## config.mk

```make
export PLATFORM = sky130hd
export DESIGN_NAME = riscv_run_ctrl
export DESIGN_NICKNAME = d
export VERILOG_FILES = /design/src/rtl/riscv_run_ctrl.sv
export SDC_FILE = /design/constraint.sdc
export NUM_CORES = 1
export LEC_CHECK = 0
export CAP_MARGIN = 20
export CORE_MARGIN = 5
export CORE_UTILIZATION = 45
export DETAILED_ROUTE_END_ITERATION = 10
export PLACE_DENSITY_LB_ADDON = 0.25
export SLEW_MARGIN = 0
export SYNTH_ARGS = -nofsm -noshare
export SYNTH_HDL_FRONTEND = slang
export SYNTH_SLANG_ARGS = --single-unit
```

## constraint.sdc

```tcl
create_clock -name clk -period 2.2 [get_ports clk]
set_input_delay 0.44 -clock clk [delete_from_list [all_inputs] [get_ports clk]]
set_output_delay 0.44 -clock clk [all_outputs]
set_load 0.02 [all_outputs]
```

## src/rtl/riscv_run_ctrl.sv

```systemverilog
// Run/load sequencer for the single-cycle RISC-V core: streams program words
// into instruction memory, then enables the PC for a programmed cycle count.
module riscv_run_ctrl #(
  parameter int CNT_W  = 32,
  parameter int ADDR_W = 8
) (
  input  logic              clk,
  input  logic              reset_n,
  input  logic              i_load_start,
  input  logic              i_load_valid,
  output logic              o_load_ready,
  input  logic [31:0]       i_load_data,
  input  logic              i_load_last,
  input  logic              i_run,
  input  logic [CNT_W-1:0]  i_num_cycle,
  input  logic              i_abort,
  output logic              instruction_write,
  output logic [ADDR_W-1:0] instruction_addr,
  output logic [31:0]       instruction_data,
  output logic              run_pc,
  output logic              o_idle,
  output logic              o_running,
  output logic              o_done,
  output logic [CNT_W-1:0]  o_cycle_cnt
);

  typedef enum logic [1:0] {S_IDLE, S_LOAD, S_RUN, S_DONE} state_t;

  state_t            state;
  logic [ADDR_W-1:0] addr_cnt;
  logic [CNT_W-1:0]  num_q;
  logic [CNT_W-1:0]  cycle_cnt;
  logic [CNT_W-1:0]  cnt_nxt;
  logic              beat;

  // Status and enables are decoded from the state register alone, so an
  // asynchronous reset drops run_pc and load_ready without waiting for an edge.
  assign o_idle       = (state == S_IDLE);
  assign o_load_ready = (state == S_LOAD);
  assign run_pc       = (state == S_RUN);
  assign o_running    = (state == S_RUN);
  assign o_done       = (state == S_DONE);
  assign o_cycle_cnt  = cycle_cnt;

  assign beat    = (state == S_LOAD) && i_load_valid;
  assign cnt_nxt = cycle_cnt + 1'b1;

  always_ff @(posedge clk or negedge reset_n) begin
    if (!reset_n) begin
      state             <= S_IDLE;
      addr_cnt          <= '0;
      num_q             <= '0;
      cycle_cnt         <= '0;
      instruction_write <= 1'b0;
      instruction_addr  <= '0;
      instruction_data  <= '0;
    end else begin
      instruction_write <= 1'b0;
      // A beat is written even when abort lands in the same cycle.
      if (beat) begin
        instruction_write <= 1'b1;
        instruction_addr  <= addr_cnt;
        instruction_data  <= i_load_data;
        addr_cnt          <= addr_cnt + 1'b1;
      end
      case (state)
        S_IDLE: begin
          if (i_load_start) begin
            state    <= S_LOAD;
            addr_cnt <= '0;
          end else if (i_run) begin
            num_q     <= i_num_cycle;
            cycle_cnt <= '0;
            state     <= (i_num_cycle == '0) ? S_DONE : S_RUN;
          end
        end
        S_LOAD: begin
          if (i_abort)
            state <= S_DONE;
          else if (beat && i_load_last)
            state <= S_IDLE;
        end
        S_RUN: begin
          // The abort cycle is still a run cycle, so it is counted too.
          if (cycle_cnt != num_q)
            cycle_cnt <= cnt_nxt;
          if (i_abort || cnt_nxt == num_q)
            state <= S_DONE;
        end
        S_DONE:  state <= S_IDLE;
        default: state <= S_IDLE;
      endcase
    end
  end

endmodule

```

==> results.md <==
- HP Class: reg2reg
- Via count: between 6,000 and 7,000
- Sequential area share after synthesis: between 40 and 50%
- Cell taking the most area after synthesis: dfrtp_1
- Clock root buffer: clkbuf_16
- Worst-margin pin slew: ~0.48 ns
- Leakage power: 4.42 nW
- Clock Latency Late Sink: between 0.4 and 0.5 ns
- Total CTS buffers: 17
- Tcrit/Tclk final: 114%
- Worst endpoint data arrival time: 2.86 ns
- Initial antenna violation count: 1
- Synth warnings: 0
- Vias per cell: 5.52
- Post-Syn Instances: ~670
- CTS clock-pin slew for the worst setup and hold paths: roughly 0.06 ns
- Clock buffer depth: 2
- Row cnt: 43
- Ys async rst share: 100%
- Cells after DPL: 1,094
- Dpl hpwl: ~16 mm
- Final worst slack: -0.314 ns
- Post-route minimum period: 2.51 ns
- Setup TNS: -8.01 ns
- # Max-Cap Violations: 0
- Area post-placement: approximately 8900 um2
- CTS H-tree depth: 4
- Top cells by area, synth: dfrtp_1 (46%), nand2_1 (8.6%), xnor2_1 (6.5%)
- Setup violations, final: 33
- CTS tree: built
- Leading cell types by count after synthesis: nand2_1 (143), dfrtp_1 (115), xnor2_1 (46), nor2_1 (45), mux2_2 (33)
- Drt drc: 0
- Mapped Area: approximately 6200 um2
- Unique masters post-synth: 59
- N_diodes: 0
- I/O pins: about 150
- Syn_nets: 740
- Die Span Y: 128 um
- Die ar.: 16,300 um2
- Failing checks: setup timing
- Iteration-0 DRC Markers: 355
- Synth Area per Inst: ~9.3 um2
- Final cell count without fillers: ~1,100
- Peak Freq: slightly below 400 MHz
- Fin. Hold Viols: 0
- Initial Util: approximately 45%
- Layout cell share with drive strength beyond 1: approximately 33%
- Pins Over Slew Limit: 0
- I/O Buffers: roughly 150
- Clock sinks: approximately 120
- Number of iterations in the first detailed-routing pass: 5
- Maximum vdd drop: 0.915 mV
- Worst-path fanout max: 8
- Fillers: roughly 1,000
- Skew final: approximately 0.0063 ns
- ANT nets after route: 0
- Worst endpoint required time: 2.54 ns
- Unrepaired setup endpoints after global routing: yes
- Fin nets: between 1,000 and 1,500
- Share of the synthesized area in the top cell type: a little under half
- Kind of end point of the critical path: flip-flop
- Number of enable flip-flop cells after synthesis: 0
- Post-place setup slack: -0.459 ns
- Predominant post-synthesis flop cell: dfrtp_1
- Status: finished with violations
- Max-slew headroom: between 60% and 70%
- Drt wl/cell: between 15 and 20 um
- Core Util, Final: about three quarters
- Routed wire length: ~22 mm
- Routability cong.: 0.965
- First-pass GRT wire length: roughly 35 mm
- Pwr Total: roughly 12 mW
- Die W: roughly 130 um
- Total congestion overflow: 0
- Largest net degree at the start of global routing: 50
- Core ar.: approximately 14,000 um2
- Vias in the first global route: between 6,000 and 7,000
- Most frequent cell after synthesis: nand2_1
- Hold_ws: between 0.4 and 0.5 ns
- Synth Register Bits: 115
- Syn-to-layout area delta: 62.5%
- Element type at the critical path start: flip-flop
- Pwr Density: between 1000 and 1500 nW/um2
- Design area: 10,100 um2
- Tot GR Track Use: between 20% and 30%
- WS Path Type: reg2reg
final timing paths:
kind,from,endpoint,slack [ns],cells after the start
max,o_cycle_cnt[8],o_cycle_cnt[23],-0.31,9
min,instruction_data[31],instruction_data[31],0.47,2
max reg2reg,o_cycle_cnt[8],o_cycle_cnt[23],-0.31,9
min reg2reg,instruction_data[31],instruction_data[31],0.47,2
max in group asynchronous,reset_n,instruction_data[12],1.09,3
min in group asynchronous,reset_n,o_cycle_cnt[1],0.50,2
what timing repair did:
item,in CTS,in global routing
hold endpoints to repair,29,0
cloned,4,0
hold buffers,1,0
buffers inserted,6,2
setup endpoints to repair,38,34
pin swaps,30,17
gates resized for setup,85,30
area by class of cell:
class	count	area (um2)	share of cell area, %
clock buffers	18	429	4.25
clock inverters	14	179	1.77
inverters	10	37.5	0.372
multi-input cells	499	3580	35.4
flip-flops and latches	115	2900	28.7
well taps	180	225	2.23
repair buffers	298	2750	27.2
placed cells by master (no fill, tap or decap), types with 4 or more instances in the layout:
cell             count
mux2_2              33
nor3_1              17
and3_1               6
buf_12               5
dfrtp_2             19
buf_6                6
a21oi_1              9
o21ai_2             13
clkdlybuf4s50_1    142
and2_1               5
clkbuf_16           17
o21ai_0              4
a31oi_1              7
inv_1                9
nand3_1             18
nand2_1            142
clkinv_4             5
nor2_1              44
xor2_1              18
nor4_1              13
nand4_1             22
dlygate4sd2_1        4
xnor2_1             32
o21ai_1              4
dfrtp_1             96
o31ai_2              9
buf_4              135
xnor2_2             12
mux2i_1              5
cells by family after synthesis:
| logic type | count (synthesis) | share of synthesized area [%] |
|---|---|---|
| fa+ha+maj | 2 | 0.403 |
| xor+xnor | 66 | 9.30 |
| simple gates | 316 | 25.1 |
| flops | 115 | 46.3 |
| buf+inv | 53 | 4.13 |
| mux | 38 | 6.78 |
| compound gates | 77 | 8.01 |
report_power, final:
part	switching (mW)	leakage (nW)	total (mW)	internal, mW
combinational	2.98	2.68	5.79	2.82
clock	1.07	0.287	2.86	1.79
sequential	0.653	1.45	3.48	2.83
total	4.70	4.42	12.1	7.43
metal layers:
metal / GRT usage [%] / routed length (um)
met5: 0 / 0
met4: 11.6 / 862
met3: 8.32 / 1590
met2: 46.9 / 10800
met1: 32.0 / 8590
worst max-delay path, stage by stage, from the launching register on:
cell	delay [ns]
dfrtp_2	0.44
xnor2_4	0.23
nand4_1	0.18
or4_4	0.56
nor4_4	0.27
buf_4	0.18
or2_4	0.21
buf_12	0.16
o31ai_4	0.08
a21oi_2	0.12
registers in the layout (all words and copies together) (netlist names):
register and count:
o_cycle_cnt 32, state 2, addr_cnt 8, instruction_addr 8, instruction_write 1, instruction_data 32
num_q 32
Note: power is estimated with default switching activity, not from simulation.
